==> src/rtl/spi_fetch_sched_if.sv <==
// Client request/byte-delivery and SPI reader control signals of the fetch scheduler.
// The scheduler connects through the slave modport; the driving side uses master.
interface spi_fetch_sched_if #(
  parameter int unsigned LEN_W = 8
);
  logic [1:0]       IN_req;
  logic [23:0]      IN_addr0;
  logic [23:0]      IN_addr1;
  logic [LEN_W-1:0] IN_len0;
  logic [LEN_W-1:0] IN_len1;
  logic [1:0]       IN_abort;
  logic [1:0]       OUT_ack;
  logic [7:0]       OUT_byte;
  logic [1:0]       OUT_byteValid;
  logic [1:0]       OUT_done;
  logic             OUT_busy;
  logic [23:0]      OUT_spiAddr;
  logic             OUT_spiRead;
  logic             OUT_spiCancel;
  logic             IN_spiData;
  logic             IN_spiValid;
  logic             IN_spiByte;

  modport master (
    output IN_req, IN_addr0, IN_addr1, IN_len0, IN_len1, IN_abort,
    output IN_spiData, IN_spiValid, IN_spiByte,
    input  OUT_ack, OUT_byte, OUT_byteValid, OUT_done, OUT_busy,
    input  OUT_spiAddr, OUT_spiRead, OUT_spiCancel
  );

  modport slave (
    input  IN_req, IN_addr0, IN_addr1, IN_len0, IN_len1, IN_abort,
    input  IN_spiData, IN_spiValid, IN_spiByte,
    output OUT_ack, OUT_byte, OUT_byteValid, OUT_done, OUT_busy,
    output OUT_spiAddr, OUT_spiRead, OUT_spiCancel
  );
endinterface

==> src/rtl/spi_fetch_sched.sv <==
// Two-client round-robin burst scheduler for a bit-serial SPI EEPROM reader.
// Assembles MSB-first bytes, routes them to the owner, and closes each burst with cancel + gap.
module spi_fetch_sched #(
  parameter int unsigned LEN_W      = 8,
  parameter int unsigned GAP_CYCLES = 2
) (
  input logic               clk,
  input logic               rst,
  spi_fetch_sched_if.slave  bus
);
  localparam int unsigned GapW = (GAP_CYCLES > 1) ? $clog2(GAP_CYCLES + 1) : 1;

  typedef enum logic [2:0] {StIdle, StStart, StStream, StCancel, StGap} state_e;

  state_e           state_q, state_d;
  logic             owner_q, owner_d;
  logic             last_q, last_d;
  logic [23:0]      addr_q, addr_d;
  logic [LEN_W-1:0] cnt_q, cnt_d;
  logic [7:0]       sh_q, sh_d;
  logic             abort_q, abort_d;
  logic [GapW-1:0]  gap_q, gap_d;
  logic [1:0]       ack_q, ack_d;
  logic             read_q, read_d;
  logic             cancel_q, cancel_d;
  logic [7:0]       byte_q, byte_d;
  logic [1:0]       bv_q, bv_d;
  logic [1:0]       done_q, done_d;
  logic             busy_q, busy_d;
  logic             win;

  always_ff @(posedge clk) begin
    if (rst) begin
      state_q  <= StIdle;
      owner_q  <= 1'b0;
      last_q   <= 1'b1;
      addr_q   <= '0;
      cnt_q    <= '0;
      sh_q     <= '0;
      abort_q  <= 1'b0;
      gap_q    <= '0;
      ack_q    <= '0;
      read_q   <= 1'b0;
      cancel_q <= 1'b0;
      byte_q   <= '0;
      bv_q     <= '0;
      done_q   <= '0;
      busy_q   <= 1'b0;
    end else begin
      state_q  <= state_d;
      owner_q  <= owner_d;
      last_q   <= last_d;
      addr_q   <= addr_d;
      cnt_q    <= cnt_d;
      sh_q     <= sh_d;
      abort_q  <= abort_d;
      gap_q    <= gap_d;
      ack_q    <= ack_d;
      read_q   <= read_d;
      cancel_q <= cancel_d;
      byte_q   <= byte_d;
      bv_q     <= bv_d;
      done_q   <= done_d;
      busy_q   <= busy_d;
    end
  end

  always_comb begin
    state_d  = state_q;
    owner_d  = owner_q;
    last_d   = last_q;
    addr_d   = addr_q;
    cnt_d    = cnt_q;
    sh_d     = sh_q;
    abort_d  = abort_q;
    gap_d    = gap_q;
    byte_d   = byte_q;
    ack_d    = '0;
    read_d   = 1'b0;
    cancel_d = 1'b0;
    bv_d     = '0;
    done_d   = '0;
    // Tie goes to the client not served last.
    unique case (bus.IN_req)
      2'b01:   win = 1'b0;
      2'b10:   win = 1'b1;
      default: win = ~last_q;
    endcase

    unique case (state_q)
      StIdle: begin
        if (|bus.IN_req) begin
          owner_d      = win;
          last_d       = win;
          addr_d       = win ? bus.IN_addr1 : bus.IN_addr0;
          cnt_d        = win ? bus.IN_len1 : bus.IN_len0;
          ack_d[win]   = 1'b1;
          read_d       = 1'b1;
          state_d      = StStart;
        end
      end
      StStart: begin
        sh_d    = '0;
        abort_d = bus.IN_abort[owner_q];
        state_d = StStream;
      end
      StStream: begin
        if (bus.IN_abort[owner_q]) abort_d = 1'b1;
        if (bus.IN_spiValid) begin
          // A pending abort wins over a byte completing on the same cycle.
          if (abort_q) begin
            cancel_d = 1'b1;
            state_d  = StCancel;
          end else begin
            sh_d = {sh_q[6:0], bus.IN_spiData};
            if (bus.IN_spiByte) begin
              byte_d       = {sh_q[6:0], bus.IN_spiData};
              bv_d[owner_q] = 1'b1;
              if (cnt_q == '0) begin
                done_d[owner_q] = 1'b1;
                cancel_d        = 1'b1;
                state_d         = StCancel;
              end else begin
                cnt_d = cnt_q - 1'b1;
              end
            end
          end
        end
      end
      StCancel: begin
        gap_d   = GapW'(GAP_CYCLES - 1);
        state_d = StGap;
      end
      StGap: begin
        if (gap_q == '0) state_d = StIdle;
        else gap_d = gap_q - 1'b1;
      end
      default: state_d = StIdle;
    endcase
    busy_d = (state_d != StIdle);
  end

  assign bus.OUT_ack       = ack_q;
  assign bus.OUT_byte      = byte_q;
  assign bus.OUT_byteValid = bv_q;
  assign bus.OUT_done      = done_q;
  assign bus.OUT_busy      = busy_q;
  assign bus.OUT_spiAddr   = addr_q;
  assign bus.OUT_spiRead   = read_q;
  assign bus.OUT_spiCancel = cancel_q;
endmodule

==> src/flat_wrapper.sv <==
// flat-port wrapper written by rule: the top's interface ports become plain ports
module spi_fetch_sched_flat 
#(
  parameter int unsigned LEN_W      = 8,
  parameter int unsigned GAP_CYCLES = 2
)
  (clk, rst, bus_IN_req, bus_IN_addr0, bus_IN_addr1, bus_IN_len0, bus_IN_len1, bus_IN_abort, bus_IN_spiData, bus_IN_spiValid, bus_IN_spiByte, bus_OUT_ack, bus_OUT_byte, bus_OUT_byteValid, bus_OUT_done, bus_OUT_busy, bus_OUT_spiAddr, bus_OUT_spiRead, bus_OUT_spiCancel);
  spi_fetch_sched_if #(.LEN_W(LEN_W)) bus_i ();
  input logic clk;
  input logic rst;
  input wire logic [$bits(bus_i.IN_req)-1:0] bus_IN_req;
  input wire logic [$bits(bus_i.IN_addr0)-1:0] bus_IN_addr0;
  input wire logic [$bits(bus_i.IN_addr1)-1:0] bus_IN_addr1;
  input wire logic [$bits(bus_i.IN_len0)-1:0] bus_IN_len0;
  input wire logic [$bits(bus_i.IN_len1)-1:0] bus_IN_len1;
  input wire logic [$bits(bus_i.IN_abort)-1:0] bus_IN_abort;
  input wire logic [$bits(bus_i.IN_spiData)-1:0] bus_IN_spiData;
  input wire logic [$bits(bus_i.IN_spiValid)-1:0] bus_IN_spiValid;
  input wire logic [$bits(bus_i.IN_spiByte)-1:0] bus_IN_spiByte;
  output wire logic [$bits(bus_i.OUT_ack)-1:0] bus_OUT_ack;
  output wire logic [$bits(bus_i.OUT_byte)-1:0] bus_OUT_byte;
  output wire logic [$bits(bus_i.OUT_byteValid)-1:0] bus_OUT_byteValid;
  output wire logic [$bits(bus_i.OUT_done)-1:0] bus_OUT_done;
  output wire logic [$bits(bus_i.OUT_busy)-1:0] bus_OUT_busy;
  output wire logic [$bits(bus_i.OUT_spiAddr)-1:0] bus_OUT_spiAddr;
  output wire logic [$bits(bus_i.OUT_spiRead)-1:0] bus_OUT_spiRead;
  output wire logic [$bits(bus_i.OUT_spiCancel)-1:0] bus_OUT_spiCancel;
  assign bus_i.IN_req = bus_IN_req;
  assign bus_i.IN_addr0 = bus_IN_addr0;
  assign bus_i.IN_addr1 = bus_IN_addr1;
  assign bus_i.IN_len0 = bus_IN_len0;
  assign bus_i.IN_len1 = bus_IN_len1;
  assign bus_i.IN_abort = bus_IN_abort;
  assign bus_i.IN_spiData = bus_IN_spiData;
  assign bus_i.IN_spiValid = bus_IN_spiValid;
  assign bus_i.IN_spiByte = bus_IN_spiByte;
  assign bus_OUT_ack = bus_i.OUT_ack;
  assign bus_OUT_byte = bus_i.OUT_byte;
  assign bus_OUT_byteValid = bus_i.OUT_byteValid;
  assign bus_OUT_done = bus_i.OUT_done;
  assign bus_OUT_busy = bus_i.OUT_busy;
  assign bus_OUT_spiAddr = bus_i.OUT_spiAddr;
  assign bus_OUT_spiRead = bus_i.OUT_spiRead;
  assign bus_OUT_spiCancel = bus_i.OUT_spiCancel;
  spi_fetch_sched #(.LEN_W(LEN_W), .GAP_CYCLES(GAP_CYCLES)) u_core (.clk(clk), .rst(rst), .bus(bus_i));
endmodule
==> config.mk <==
export PLATFORM = sky130hd
export DESIGN_NAME = spi_fetch_sched_flat
export DESIGN_NICKNAME = d
export VERILOG_FILES = /design/src/rtl/spi_fetch_sched_if.sv /design/src/rtl/spi_fetch_sched.sv /design/src/flat_wrapper.sv
export SDC_FILE = /design/constraint.sdc
export NUM_CORES = 1
export LEC_CHECK = 0
export BUFFER_PORTS_ARGS = -buffer_cell sky130_fd_sc_hd__buf_4
export CAP_MARGIN = 10
export CORE_UTILIZATION = 50
export CTS_BUF_LIST = sky130_fd_sc_hd__clkbuf_4 sky130_fd_sc_hd__clkbuf_8
export DETAILED_ROUTE_END_ITERATION = 6
export GPL_ROUTABILITY_DRIVEN = 0
export GPL_TIMING_DRIVEN = 0
export PLACE_DENSITY_LB_ADDON = 0.2
export REMOVE_ABC_BUFFERS = 1
export SLEW_MARGIN = 40
export SYNTH_ARGS = -nofsm -noshare
export SYNTH_HDL_FRONTEND = slang
export SYNTH_SLANG_ARGS = --single-unit
==> constraint.sdc <==
create_clock -name clk -period 2.6 [get_ports clk]
set_input_delay 0.78 -clock clk [delete_from_list [all_inputs] [get_ports clk]]
set_output_delay 0.78 -clock clk [all_outputs]
set_load 0.01 [all_outputs]
After elaboration in Yosys (flattened, before gate mapping)
Index checks and enable logic that the tools add are counted.
{"block": "totals", "register_bits": 64, "inputBits": 73, "word_cells": 96}
{"block": "op_classes", "add_sub_neg": 2, "order_cmp": 4, "n_eq_ne": 13, "n_mux": 33, "bitwise": 8, "n_reduce_logical": 21}
{"op": "8-bit two-way mux", "count": 6}
{"op": "24-bit two-way mux", "count": 1}
{"op": "3-bit two-way mux", "count": 6}
{"op": "8-bit one-hot mux with 2 select lines", "count": 1}
{"op": "3-bit one-hot mux with 5 select lines", "count": 1}
{"op": "7-bit two-way mux", "count": 2}
{"op": "7-bit one-hot mux with 2 select lines", "count": 1}
{"op": "2-bit != test (second input constant)", "count": 5}
{"op": "1-bit two-way mux", "count": 9}
{"op": "8-bit logical NOT", "count": 1}
{"op": "1-bit NOT", "count": 8}
{"op": "8-bit by 1-bit subtractor with 8-bit output (second input constant)", "count": 1}
{"op": "3-bit by 2-bit equality test with 1-bit output (second input constant)", "count": 2}
{"op": "2-bit AND reduction", "count": 3}
{"op": "6-bit AND reduction", "count": 1}
{"op": "2-bit nonzero test", "count": 3}
{"op": "3-bit OR reduction", "count": 2}
{"op": "6-bit OR reduction", "count": 1}
{"op": "5-bit OR reduction", "count": 1}
{"op": "1-bit by 2-bit less-than comparator with 1-bit output (second input constant)", "count": 2}
{"op": "2-bit by 1-bit != test with 1-bit output (second input constant)", "count": 2}
{"op": "1-bit one-hot mux with 2 select lines", "count": 2}
{"op": "2-bit one-hot mux with 2 select lines", "count": 1}
{"op": "4-bit AND reduction", "count": 1}
{"op": "14 further kinds", "count": 18}

Longest topological paths before layout
Gate-level depths: netlist of run 1.
{"block": "depth", "word_depth": 7, "ltp_mapped": 8}

Worst setup path before layout of run 1
No wires, ideal clock.
{"block": "synth_timing", "path_kind": "in2reg", "start": "in bus_IN_req[0]", "end": "reg u_core.cnt_q[4]", "setup_time_ns": 0.117, "arrival_ns": 2.162, "required_time_ns": 2.483, "path_slack_ns": 0.321, "cell_stages": 7, "path_buffers": 1, "cell_sequence": "inv_1 ha_1 a21oi_2 buf_4 mux2i_1 o22ai_1 a32o_1"}
{"block": "synth_between", "elab_chain_len": 5, "elab_cells_between_ends": 9, "cone_classes": "3 x eq/ne; 4 x mux; 2 x reduce/logical"}
{"item": "from (decl)", "line_no": "flat_wrapper.sv:11", "rtl": "input wire logic [$bits(bus_i.IN_req)-1:0] bus_IN_req;"}
{"item": "2-bit equality test or 2-bit by 1-bit equality test with 1-bit output (tied branches)", "line_no": "spi_fetch_sched.sv:84", "rtl": "unique case (bus.IN_req)"}
{"item": "1-bit one-hot mux with 2 select lines", "line_no": "spi_fetch_sched.sv:84"}
{"item": "8-bit two-way mux", "line_no": "spi_fetch_sched.sv:96", "rtl": "cnt_d = win ? bus.IN_len1 : bus.IN_len0;"}
{"item": "8-bit two-way mux", "line_no": "spi_fetch_sched.sv:92", "rtl": "if (|bus.IN_req) begin"}
{"item": "8-bit one-hot mux with 2 select lines", "line_no": "spi_fetch_sched.sv:90", "rtl": "unique case (state_q)"}
{"item": "to (signal assigned)", "line_no": "spi_fetch_sched.sv:54", "rtl": "cnt_q <= cnt_d;"}
{"item": "to (decl)", "line_no": "spi_fetch_sched.sv:19", "rtl": "logic [LEN_W-1:0] cnt_q, cnt_d;"}
Several ways; a longest one is shown, not always the timed one. The select of a mux whose other input is x is not followed.
A chain may end at the register's enable or synchronous reset.

Worst setup path in the final report of run 1
{"block": "layout_timing", "start": "in bus_IN_req[0]", "end": "reg u_core.cnt_q[0]"}
The elaborated chain is that of the path after synthesis.

==> results of run 1 <==
## cells in the final DEF, fill, tap and decap left out, types with 2 or more instances in the layout
master                       netlist  final
sky130_fd_sc_hd__nor4_4            1      2
sky130_fd_sc_hd__buf_6             4      2
sky130_fd_sc_hd__buf_8             0      2
sky130_fd_sc_hd__nand2_1          26     26
sky130_fd_sc_hd__buf_4             3    116
sky130_fd_sc_hd__and2_1            2      2
sky130_fd_sc_hd__ha_1              4      4
sky130_fd_sc_hd__nor3_1            6      6
sky130_fd_sc_hd__nor3b_1           2      2
sky130_fd_sc_hd__mux2i_1          30     30
sky130_fd_sc_hd__clkinvlp_4        0      2
sky130_fd_sc_hd__o21a_1            2      2
sky130_fd_sc_hd__a211oi_2         23     23
sky130_fd_sc_hd__a21oi_1          25     24
sky130_fd_sc_hd__nor4_1            3      3
sky130_fd_sc_hd__o22ai_1           2      2
sky130_fd_sc_hd__a32o_1            4      4
sky130_fd_sc_hd__nor2_1           38     37
sky130_fd_sc_hd__inv_1             8      8
sky130_fd_sc_hd__nand2b_1         12     12
sky130_fd_sc_hd__o211ai_1          2      2
sky130_fd_sc_hd__a211oi_1          3      3
sky130_fd_sc_hd__or3_1             2      2
sky130_fd_sc_hd__or4_1             2      2
sky130_fd_sc_hd__nand3_1           8      8
sky130_fd_sc_hd__a21oi_2           2      2
sky130_fd_sc_hd__dfxtp_1          64     64
sky130_fd_sc_hd__clkbuf_8          0     10
sky130_fd_sc_hd__mux2_2            3      3
sky130_fd_sc_hd__o21ai_0          15     15
sky130_fd_sc_hd__and3_1            3      3
## worst max path at each step
stage | start | endpoint | slack (ns) | cells after the start
4_1_cts | bus_IN_req[0] | u_core.cnt_q[0] | 0.30 | 9
6_report | bus_IN_req[0] | u_core.cnt_q[0] | 0.32 | 9
2_1_floorplan | bus_IN_req[0] | u_core.cnt_q[1] | -0.61 | 6
5_1_grt | u_core.state_q[1] | u_core.cnt_q[6] | 0.19 | 5
3_5_place_dp | bus_IN_req[0] | u_core.cnt_q[0] | -0.04 | 9
3_3_place_gp | bus_IN_req[0] | u_core.cnt_q[1] | -1.16 | 8
## Yosys cell counts (all sizes together)
master / count / area share, %
a211oi: 26 / 10
a21o: 1 / 0.24
a21oi: 27 / 4.6
a31oi: 1 / 0.20
a32o: 4 / 1.3
and2: 2 / 0.41
and2b: 1 / 0.24
and3: 3 / 0.61
and4: 1 / 0.28
and4bb: 1 / 0.41
buf: 16 / 3.6
clkbuf: 7 / 0.85
dfxtp: 64 / 42
ha: 4 / 1.6
inv: 8 / 0.98
mux2: 3 / 1.1
mux2i: 30 / 9.8
nand2: 26 / 3.2
nand2b: 12 / 2.4
nand3: 8 / 1.3
nand4bb: 1 / 0.37
nor2: 38 / 4.6
nor2b: 1 / 0.20
nor3: 6 / 0.98
nor3b: 2 / 0.49
nor4: 5 / 1.7
nor4b: 1 / 0.49
o211ai: 2 / 0.49
o21a: 2 / 0.49
o21ai: 16 / 2.6
o22ai: 2 / 0.41
o2bb2ai: 1 / 0.28
o31ai: 1 / 0.24
o32ai: 1 / 0.28
or2: 1 / 0.20
or3: 2 / 0.41
or4: 2 / 0.49
xnor2: 1 / 0.28
## critical path: cells and delay by family
kind	cells	cell delay, ns
AOI/OAI and AO/OA	3	0.54
adders and majority gates	1	0.33
buffers and inverters	3	0.35
muxes	1	0.36
and+or+nand+nor	1	0.08
## layer usage
metal | vias to the layer above | routed length, µm | GRT usage (%) | part of all wire [%]
li1 | 1399 | - | - | -
met1 | 1264 | 3040 | 26.2 | 43
met2 | 97 | 3380 | 38.3 | 48
met3 | 9 | 566 | 4.89 | 8.0
met4 | 0 | 82 | 8.04 | 1.2
met5 | - | 0 | 0 | 0
## kinds of logic (layout without fill, tap and decap cells)
family / Yosys count / after routing / synth area share [%]
multiplexers: 33 / 33 / 10.9
AO/OA/AOI/OAI: 84 / 84 / 21.3
AND/OR/NAND/NOR: 113 / 113 / 18.8
flip-flops: 64 / 64 / 41.7
adder cells (fa/ha/maj): 4 / 4 / 1.63
buffers and inverters: 31 / 144 / 5.41
XOR/XNOR: 1 / 1 / 0.285
## registers in the layout (all words and copies together), names as in the netlist, 2 cells and up
register and count:
u_core.state_q 3, u_core.bus.OUT_done 2, u_core.bus.OUT_spiAddr 24, u_core.bus.OUT_ack 2
u_core.gap_q 2, u_core.bus.OUT_byteValid 2, u_core.bus.OUT_byte 8, u_core.sh_q 7
u_core.cnt_q 8
## final cells by class
| type | instances | area (µm²) | area share, % |
|---|---|---|---|
| clock inverter | 6 | 67.6 | 1.62 |
| sequential | 64 | 1280 | 30.6 |
| clock buffer | 10 | 138 | 3.29 |
| multi-input combinational | 235 | 1650 | 39.4 |
| timing repair buffer | 120 | 923 | 22.1 |
| inverter | 8 | 30.0 | 0.718 |
| tap | 75 | 93.8 | 2.24 |
## power by group
group          total [mW]  internal [mW]  switching [mW]
logic                1.03          0.500           0.526
clock network       0.871          0.472           0.399
registers            1.24           1.12           0.124
total                3.14           2.09            1.05
## metrics by stage
stage | cells | utilization, % | hold WS, ns
2_1_floorplan | 307 | - | 0.426
3_3_place_gp | 495 | 65.5 | 0.444
3_5_place_dp | 502 | 67.1 | 0.451
4_1_cts | 518 | 70.6 | 0.461
5_1_grt | 518 | 70.6 | 0.486
6_report | 518 | 70.6 | 0.460
==> impl_summary.log, run 1 <==
[metrics] run status: completed
[metrics] Skew-Pair Late Insertion Delay: 0.33 ns
[metrics] final setup fails: 0
[metrics] total standard cell area after synthesis: 3070 µm²
[metrics] final cell area excluding filler cells: 4180 µm²
[metrics] number of maximum-capacitance constraint violations: 0
[metrics] Max stage delay cell, worst path: sky130_fd_sc_hd__mux2_2
[metrics] via count of the routed design: 2769
[metrics] Total Neg Setup Slack: 0 ns
[metrics] Syn Inst Count: 330
[metrics] Worst setup EP type: register
[metrics] pin count of the biggest net entering global routing: 58
[metrics] signal arrival time at the worst endpoint: 2.46 ns
[metrics] filler instances: 468
[metrics] Worst Skew: 0.00987 ns
[metrics] Worst Hold End: u_core.bus.OUT_byte[4]
[metrics] critical register-to-register path startpoint: u_core.state_q[1]
[metrics] Max clock buf depth: 2
[metrics] number of pins exceeding their max-slew limit in the final report: 0
[metrics] final routed wirelength across all metal layers: 7.07 mm
[metrics] Vert. Die Dim: 80.4 µm
[metrics] post-CTS resize count: 0
[metrics] overall global routing resource usage: 22.0%
[metrics] worst reg2reg path depth: 5
[metrics] headroom to the max-slew limit: 45.8%
[metrics] die footprint: 6470 µm²
[metrics] slack of the worst reg-to-reg path: 0.37 ns
[metrics] Seq/Total Area, Yosys: 41.7%
[metrics] buffers inserted by post-CTS timing repair: 0
[metrics] count of synthesis-stage warnings from yosys: 0
[metrics] total power consumption of the routed design: 3.14 mW
[metrics] Leak Pwr: 1.86 nW
[metrics] total power divided by cell area: 750 nW/µm²
[metrics] cell area after placement: 3970 µm²
[metrics] peak supply drop: 0.475 mV
[metrics] I/O pin count: 114
[metrics] worst slack after detailed placement: -0.0403 ns
[metrics] clock-pin slew on the worst setup and hold paths: 0.07 ns
[metrics] crit share post-route: 87.5%
[metrics] Netlist cell types: 46
[metrics] class of the most critical hold timing path: reg -> reg
[metrics] unrepaired setup endpoints after global routing: no
[metrics] cts-stage hold buffer count: 0
[metrics] Die X-Extent: 80.4 µm
[metrics] first-pass detailed-route iteration total: 4
[metrics] number of sinks driven by the clock tree: 64
[metrics] mean cell area of the mapped netlist: 9.32 µm²
[metrics] required time of the critical path: 2.79 ns
[metrics] number of DRC violations after detailed routing: 0
[metrics] effective utilization at floorplan: 51.9%
[metrics] residual overflow from global routing: 0
[metrics] cell-by-cell listing of the critical path: buf_4 -> inv_1 -> ha_1 -> nor2_1 -> a21oi_4 -> buf_8 -> mux2_2 -> a21oi_1 -> o32ai_1
[metrics] clock tree from TritonCTS: built
[metrics] net count of the finished layout: 515
[metrics] number of buffers created by CTS: 9
[metrics] number of global-route vias before repair: 2434
[metrics] kind of start point of the critical path: input pin
[metrics] proportion of layout cells with a drive suffix above 1: 38.6%
[metrics] flip-flop and latch count after synthesis: 64
[metrics] Iteration-0 DRC Markers: 119
[metrics] layout overhead on the synthesized area: 36.1%
[metrics] placement row count: 28
[metrics] number of H-tree levels: 3
[metrics] final worst-path setup slack: 0.324 ns
[metrics] Vias per Instance: 5.35
[metrics] number of buffer cells added on primary ports: 113
[metrics] global-route wire length before repair: 10.9 mm
[metrics] endpoint of the worst register-to-register path: u_core.cnt_q[2]
[metrics] number of antenna cells inserted: 0
[metrics] detailed-route wire length per cell: 13.6 µm
[metrics] total count of hold-check failures in the final report: 0
[metrics] Root Driver: sky130_fd_sc_hd__clkbuf_8
[metrics] Std-Cell Core Area: 5920 µm²
[metrics] Max Fclk: 439 MHz
[metrics] Worst Path Class, Setup: in -> reg
[metrics] Detail Placement HPWL: 5.09 mm
[metrics] Routed Antenna Nets: 0
[metrics] Period minus WS final: 2.28 ns
[metrics] maximum fanout along the worst path: 15
[metrics] actual transition at the worst max-transition pin: 0.812 ns
[metrics] startpoint of the lowest-slack hold path: u_core.bus.OUT_byte[4]
[metrics] Hold Path Stages: 2
[metrics] largest incremental delay on the critical path: 0.36 ns
[metrics] initial antenna violation count: 0
Power figures use the tool's default switching activity.
==> inputs of run 2 (changes only) <==
--- a/config.mk
+++ b/config.mk
@@ -5,6 +5,7 @@
 export SDC_FILE = /design/constraint.sdc
 export NUM_CORES = 1
 export LEC_CHECK = 0
+export ABC_AREA = 1
 export BUFFER_PORTS_ARGS = -buffer_cell sky130_fd_sc_hd__buf_4
 export CAP_MARGIN = 10
 export CORE_UTILIZATION = 50
==> run 2 against run 1 <==
Against the previous run: critical endpoint is now u_core.cnt_q[7]; clock skew decreased by 0.0013 ns; largest cell class unchanged; utilization is 1.4 points higher; cell count increased by 19%.
==> impl_summary.log, run 2 <==
[metrics] flip-flop and latch count after synthesis: 64
[metrics] leading area contributor after synthesis: sky130_fd_sc_hd__dfxtp_1
[metrics] most common library cell in the layout ignoring fill and taps: sky130_fd_sc_hd__buf_4
[metrics] post-CTS resize count: 0
[metrics] number of global-route vias before repair: 2769
[metrics] endpoint of the worst setup timing path: u_core.cnt_q[7]
[metrics] number of buffer cells added on primary ports: 113
[metrics] number of DRC violations after detailed routing: 0
[metrics] count of synthesis-stage warnings from yosys: 0
[metrics] Max Fclk: 447 MHz
[metrics] number of antenna cells inserted: 0
[metrics] top post-synthesis cells by count: sky130_fd_sc_hd__nor2_1 (98), sky130_fd_sc_hd__nand2_1 (81), sky130_fd_sc_hd__dfxtp_1 (64), sky130_fd_sc_hd__o21ai_0 (42), sky130_fd_sc_hd__a21oi_1 (38)
[metrics] endpoint of the worst register-to-register path: u_core.cnt_q[7]
[metrics] die footprint: 6270 µm²
[metrics] kind of start point of the critical path: input pin
[metrics] cts-stage hold buffer count: 0
[metrics] final std cells w/o fill: 616
[metrics] Iteration-0 DRC Markers: 136
[metrics] primary flip-flop cell chosen by synthesis mapping: sky130_fd_sc_hd__dfxtp_1
[metrics] mean cell area of the mapped netlist: 6.85 µm²
[metrics] Std-Cell Core Area: 5610 µm²
[metrics] final routed wirelength across all metal layers: 7.46 mm
[metrics] proportion of layout cells with a drive suffix above 1: 27.2%
[metrics] Netlist cell types: 27
[metrics] Leak Pwr: 1.94 nW
[metrics] proportion of power drawn by flip-flops and latches: 38.8%
[metrics] buffers inserted by post-CTS timing repair: 0
[metrics] required time of the critical path: 2.87 ns
[metrics] net switching power: 0.943 mW
[metrics] pin count of the biggest net entering global routing: 53
[metrics] Async SR Flop Fraction: 0%
[metrics] global-route wire length before repair: 12.1 mm
[metrics] synth top area cells: sky130_fd_sc_hd__dfxtp_1 (43%), sky130_fd_sc_hd__nor2_1 (12%), sky130_fd_sc_hd__nand2_1 (10%), sky130_fd_sc_hd__o21ai_0 (7.1%), sky130_fd_sc_hd__a21oi_1 (6.4%)
[metrics] Die X-Extent: 79.2 µm
[metrics] final setup fails: 0
[metrics] initial antenna violation count: 0
[metrics] startpoint of the worst setup timing path: bus_IN_req[0]
[metrics] overall global routing resource usage: 24.6%
[metrics] clock-pin slew on the worst setup and hold paths: 0.07 ns
[metrics] number of pins exceeding their max-slew limit in the final report: 0
[metrics] slack of the worst reg-to-reg path: 0.61 ns
[metrics] total standard cell area after synthesis: 2980 µm²
[metrics] maximum fanout along the worst path: 52
[metrics] number of flops mapped to enable cells by yosys: 0
[metrics] total power divided by cell area: 748 nW/µm²
[metrics] run status: completed
[metrics] area fraction of the dominant cell type after synthesis: 43.0%
[metrics] Worst Path Class, Setup: in -> reg
[metrics] Root Driver: sky130_fd_sc_hd__clkbuf_8
[metrics] net count of the finished layout: 616
[metrics] Int Power: 2.08 mW
[metrics] Vert. Die Dim: 79.2 µm
[metrics] number of maximum-capacitance constraint violations: 0
[metrics] effective utilization at floorplan: 53.1%
[metrics] Skew-Pair Late Insertion Delay: 0.33 ns
[metrics] first-pass detailed-route iteration total: 4
[metrics] number of H-tree levels: 3
[metrics] layout overhead on the synthesized area: 35.6%
[metrics] headroom to the max-slew limit: 55.0%
[metrics] number of sinks driven by the clock tree: 64
[metrics] hold_ws: 0.466 ns
[metrics] I/O pin count: 114
[metrics] residual overflow from global routing: 0
[metrics] Switching Fraction: 31.2%
[metrics] max reg flops: 24
[metrics] total count of hold-check failures in the final report: 0
[metrics] Detail Placement HPWL: 5.11 mm
[metrics] worst reg2reg path depth: 9
[metrics] peak supply drop: 0.422 mV
[metrics] placement row count: 27
[metrics] Seq/Total Area, Yosys: 43.0%
[metrics] logic gate share of total power: 27.0%
[metrics] unrepaired setup endpoints after global routing: no
[metrics] detailed-route wire length per cell: 12.1 µm
[metrics] actual transition at the worst max-transition pin: 0.674 ns
[metrics] Routed Antenna Nets: 0
[metrics] top library cells by usage in the layout, fill and taps aside: sky130_fd_sc_hd__buf_4 (113), sky130_fd_sc_hd__nor2_1 (98), sky130_fd_sc_hd__nand2_1 (80)
[metrics] Max clock buf depth: 2
[metrics] clock tree from TritonCTS: built
[metrics] Clock power frac: 34.2%
[metrics] Worst setup EP type: register
[metrics] top-count cell post-synth: sky130_fd_sc_hd__nor2_1
[metrics] Period minus WS final: 2.24 ns
[metrics] class of the most critical hold timing path: reg -> reg
[metrics] signal arrival time at the worst endpoint: 2.51 ns
[metrics] number of buffers created by CTS: 9
[metrics] Syn Inst Count: 435
[metrics] Worst Skew: 0.00859 ns
[metrics] via count of the routed design: 3065
[metrics] critical register-to-register path startpoint: u_core.state_q[1]
[metrics] total power consumption of the routed design: 3.02 mW
[metrics] Cells after DPL: 600
[metrics] crit share post-route: 86.1%
[metrics] Vias per Instance: 4.98
-- run 2: cell types whose count changed after synthesis, sizes merged, moves of 4 or more --
cell / delta
a32o: -4
a211oi: -26
a21oi: +12
inv: +30
mux2i: -30
nand3: +16
nand2: +61
nor2: +64
o21ai: +30
nand2b: -12
-- run 2: power groups by stage --
stage	clock network (mW)	registers, mW	logic [mW]
floorplan	0	1.21	0.476
global placement	0	1.19	0.792
detailed placement	0	1.19	0.812
CTS	1.05	1.17	0.817
global route	1.09	1.19	0.931
finish	1.03	1.17	0.814
-- run 2: cell type report --
cell class | instances | area, µm²
clock inverter | 7 | 119
clock buffer | 9 | 124
multi-input combinational | 313 | 1430
inverter | 38 | 144
fill | 453 | 1570
sequential | 64 | 1280
timing repair buffer | 113 | 848
tap | 72 | 90.1
-- run 2: through the flow --
| stage | setup TNS (ns) | instance area, µm² | worst slack [ns] | utilization, % |
|---|---|---|---|---|
| floorplan | 0 | 2850 | 0.389 | - |
| global placement | -2.03 | 3790 | -0.116 | 67.6 |
| detailed placement | 0 | 3790 | 0.159 | 67.7 |
| CTS | 0 | 4040 | 0.511 | 72.0 |
| global route | 0 | 4040 | 0.183 | 72.0 |
| finish | 0 | 4040 | 0.362 | 72.0 |
-- run 2: critical path, cell delays in order --
cell and delay (ns):
sky130_fd_sc_hd__buf_4 0.08, sky130_fd_sc_hd__inv_1 0.04, sky130_fd_sc_hd__ha_1 0.19, sky130_fd_sc_hd__nor2_2 0.15, sky130_fd_sc_hd__clkinv_2 0.54, sky130_fd_sc_hd__nand2_4 0.36
sky130_fd_sc_hd__nand2_4 0.12, sky130_fd_sc_hd__nand2_1 0.08, sky130_fd_sc_hd__nand2_1 0.05, sky130_fd_sc_hd__nor2_1 0.11
-- run 2: worst min-delay path by stage --
stage                               start                          to  slack, ns  cells past startpoint
6_report        u_core.bus.OUT_spiAddr[7]   u_core.bus.OUT_spiAddr[7]       0.47                      2
5_1_grt         u_core.bus.OUT_spiAddr[7]   u_core.bus.OUT_spiAddr[7]       0.48                      2
4_1_cts         u_core.bus.OUT_spiAddr[7]   u_core.bus.OUT_spiAddr[7]       0.47                      2
3_5_place_dp   u_core.bus.OUT_spiAddr[15]  u_core.bus.OUT_spiAddr[15]       0.46                      2
3_3_place_gp   u_core.bus.OUT_spiAddr[12]  u_core.bus.OUT_spiAddr[12]       0.45                      2
2_1_floorplan             u_core.cnt_q[0]             u_core.cnt_q[0]       0.44                      2
-- run 2: routing by layer --
layer	vias to the layer above	share of wire (%)	global-route usage, %
met4	0	0.97	8.91
li1	1599	-	-
met5	-	0	0
met3	9	8.0	8.05
met1	1356	42	27.1
met2	101	49	43.9
-- run 2: cells by family after synthesis --
kind of cell	share of synthesized area (%)
DFF	43.0
adders and majority gates	1.68
xor gates and xnor gates	0.294
buffers and inverters	8.99
and+or+nand+nor	30.7
AOI/OAI and AO/OA	15.4
==> inputs of run 3 (changes only) <==
--- a/config.mk
+++ b/config.mk
@@ -6,11 +6,11 @@
 export NUM_CORES = 1
 export LEC_CHECK = 0
 export ABC_AREA = 1
-export BUFFER_PORTS_ARGS = -buffer_cell sky130_fd_sc_hd__buf_4
 export CAP_MARGIN = 10
 export CORE_UTILIZATION = 50
 export CTS_BUF_LIST = sky130_fd_sc_hd__clkbuf_4 sky130_fd_sc_hd__clkbuf_8
 export DETAILED_ROUTE_END_ITERATION = 6
+export DONT_BUFFER_PORTS = 1
 export GPL_ROUTABILITY_DRIVEN = 0
 export GPL_TIMING_DRIVEN = 0
 export PLACE_DENSITY_LB_ADDON = 0.2
==> run 3 against run 2 <==
Against the previous run: sequential power increased by 3%; utilization decreased by 16 points; clock power decreased by 18%; register-to-register slack improved by 0.04 ns; cell count decreased by 18%; total power decreased by 12%; global-route usage decreased by 3.5 points; final area decreased by 22%; worst setup slack improved by 0.098 ns; clock skew decreased by 0.0024 ns; sequential cell count unchanged; largest cell class unchanged.
==> impl_summary.log, run 3 (synthesis gave the netlist of run 2 again) <==
[metrics] Worst Skew: 0.00622 ns
[metrics] Max clock buf depth: 2
[metrics] run status: completed
[metrics] I/O pin count: 114
[metrics] number of pins exceeding their max-slew limit in the final report: 0
[metrics] layout overhead on the synthesized area: 5.50%
[metrics] signal arrival time at the worst endpoint: 2.42 ns
[metrics] Hold Path Stages: 2
[metrics] class of the most critical hold timing path: reg -> reg
[metrics] proportion of layout cells with a drive suffix above 1: 8.12%
[metrics] number of buffers created by CTS: 9
[metrics] top library cells by usage in the layout, fill and taps aside: sky130_fd_sc_hd__nor2_1 (98), sky130_fd_sc_hd__nand2_1 (80), sky130_fd_sc_hd__dfxtp_1 (64)
[metrics] critical register-to-register path startpoint: u_core.state_q[1]
[metrics] number of buffer cells added on primary ports: 0
[metrics] detailed-route wire length per cell: 13.1 µm
[metrics] Worst Path Class, Setup: in -> reg
[metrics] Worst Hold End: u_core.cnt_q[0]
[metrics] headroom to the max-slew limit: 55.1%
[metrics] number of maximum-capacitance constraint violations: 0
[metrics] final setup fails: 0
[metrics] Std-Cell Core Area: 5610 µm²
[metrics] number of global-route vias before repair: 2241
[metrics] number of sinks driven by the clock tree: 64
[metrics] required time of the critical path: 2.88 ns
[metrics] residual overflow from global routing: 0
[metrics] kind of start point of the critical path: input pin
[metrics] total count of hold-check failures in the final report: 0
[metrics] Total Neg Setup Slack: 0 ns
[metrics] Skew-Pair Late Insertion Delay: 0.34 ns
[metrics] via count of the routed design: 2626
[metrics] Leak Pwr: 1.35 nW
[metrics] clock tree from TritonCTS: built
[metrics] endpoint of the worst register-to-register path: u_core.cnt_q[7]
[metrics] total power consumption of the routed design: 2.65 mW
[metrics] maximum fanout along the worst path: 52
[metrics] Vias per Instance: 5.22
[metrics] effective utilization at floorplan: 53.1%
[metrics] placement row count: 27
[metrics] final std cells w/o fill: 503
[metrics] Worst setup EP type: register
[metrics] clock-pin slew on the worst setup and hold paths: 0.07 ns
[metrics] global-route wire length before repair: 10.1 mm
[metrics] die footprint: 6270 µm²
[metrics] Routed Antenna Nets: 0
[metrics] filler instances: 578
[metrics] post-CTS resize count: 0
[metrics] peak supply drop: 0.438 mV
[metrics] net count of the finished layout: 503
[metrics] worst reg2reg path depth: 9
[metrics] overall global routing resource usage: 21.1%
[metrics] Cells after DPL: 487
[metrics] max reg flops: 24
[metrics] final worst-path setup slack: 0.460 ns
[metrics] Iteration-0 DRC Markers: 122
[metrics] Vert. Die Dim: 79.2 µm
[metrics] Root Driver: sky130_fd_sc_hd__clkbuf_8
[metrics] unrepaired setup endpoints after global routing: no
[metrics] number of antenna cells inserted: 0
[metrics] buffers inserted by post-CTS timing repair: 0
[metrics] worst slack after detailed placement: 0.213 ns
[metrics] total power divided by cell area: 842 nW/µm²
[metrics] number of DRC violations after detailed routing: 0
[metrics] slack of the worst reg-to-reg path: 0.65 ns
[metrics] most common library cell in the layout ignoring fill and taps: sky130_fd_sc_hd__nor2_1
[metrics] hold_ws: 0.477 ns
[metrics] Die X-Extent: 79.2 µm
[metrics] actual transition at the worst max-transition pin: 0.672 ns
[metrics] cts-stage hold buffer count: 0
[metrics] initial antenna violation count: 0
[metrics] final routed wirelength across all metal layers: 6.57 mm
[metrics] pin count of the biggest net entering global routing: 53
[metrics] Max Fclk: 467 MHz
[metrics] Period minus WS final: 2.14 ns
[metrics] first-pass detailed-route iteration total: 4
[metrics] startpoint of the lowest-slack hold path: u_core.cnt_q[0]
[metrics] Detail Placement HPWL: 4.45 mm
[metrics] crit share post-route: 82.3%
[metrics] number of H-tree levels: 3
[run 3: cell count changes in the layout (fill, tap and decap cells not counted)]
| cell | before | now |
|---|---|---|
| sky130_fd_sc_hd__buf_4 | 113 | 0 |
| sky130_fd_sc_hd__bufinv_16 | 3 | 1 |
| sky130_fd_sc_hd__clkinv_2 | 2 | 3 |
| sky130_fd_sc_hd__clkinvlp_4 | 2 | 3 |
[run 3: layout make-up]
class | count | area [µm²] | share of cell area [%]
tap | 72 | 90.1 | 2.87
inverter | 38 | 144 | 4.58
multi-input combinational | 313 | 1430 | 45.6
clock buffer | 9 | 124 | 3.94
clock inverter | 7 | 71.3 | 2.27
sequential | 64 | 1280 | 40.8
[run 3: metal layers]
| metal | vias to the layer above | global-route usage [%] | part of all wire [%] |
|---|---|---|---|
| met1 | 1143 | 24.4 | 44 |
| li1 | 1371 | - | - |
| met4 | 0 | 10.9 | 1.6 |
| met5 | - | 0 | 0 |
| met2 | 104 | 34.6 | 45 |
| met3 | 8 | 7.13 | 9.5 |
[run 3: how the worst max path moves through the flow]
stage,start,endpoint,slack (ns),depth (start not counted)
6_report,bus_IN_req[0],u_core.cnt_q[7],0.46,9
4_1_cts,bus_IN_req[0],u_core.cnt_q[7],0.59,10
2_1_floorplan,bus_IN_req[0],u_core.cnt_q[1],0.39,11
5_1_grt,bus_IN_req[0],u_core.cnt_q[5],0.27,9
3_5_place_dp,bus_IN_req[0],u_core.cnt_q[7],0.21,10
3_3_place_gp,bus_IN_req[0],u_core.cnt_q[7],-0.0003,10
[run 3: power by group]
| part | internal (mW) | switching (mW) | total (mW) |
|---|---|---|---|
| sequential | 1.10 | 0.111 | 1.21 |
| combinational | 0.199 | 0.390 | 0.589 |
| clock | 0.442 | 0.404 | 0.846 |
| total | 1.74 | 0.905 | 2.65 |
[run 3: stage by stage]
step | util, % | cell area, µm²
global placement | 52.5 | 2940
detailed placement | 52.5 | 2950
CTS | 56.0 | 3140
floorplan | - | 2850
global route | 56.0 | 3140
finish | 56.0 | 3140
[run 3: critical path: stages]
cell and delay (ns):
sky130_fd_sc_hd__inv_1 0.04, sky130_fd_sc_hd__ha_1 0.20, sky130_fd_sc_hd__nor2_2 0.14, sky130_fd_sc_hd__clkinv_2 0.54
sky130_fd_sc_hd__nand2_4 0.35, sky130_fd_sc_hd__nand2_4 0.13, sky130_fd_sc_hd__nand2_1 0.08, sky130_fd_sc_hd__nand2_1 0.05
sky130_fd_sc_hd__nor2_1 0.11
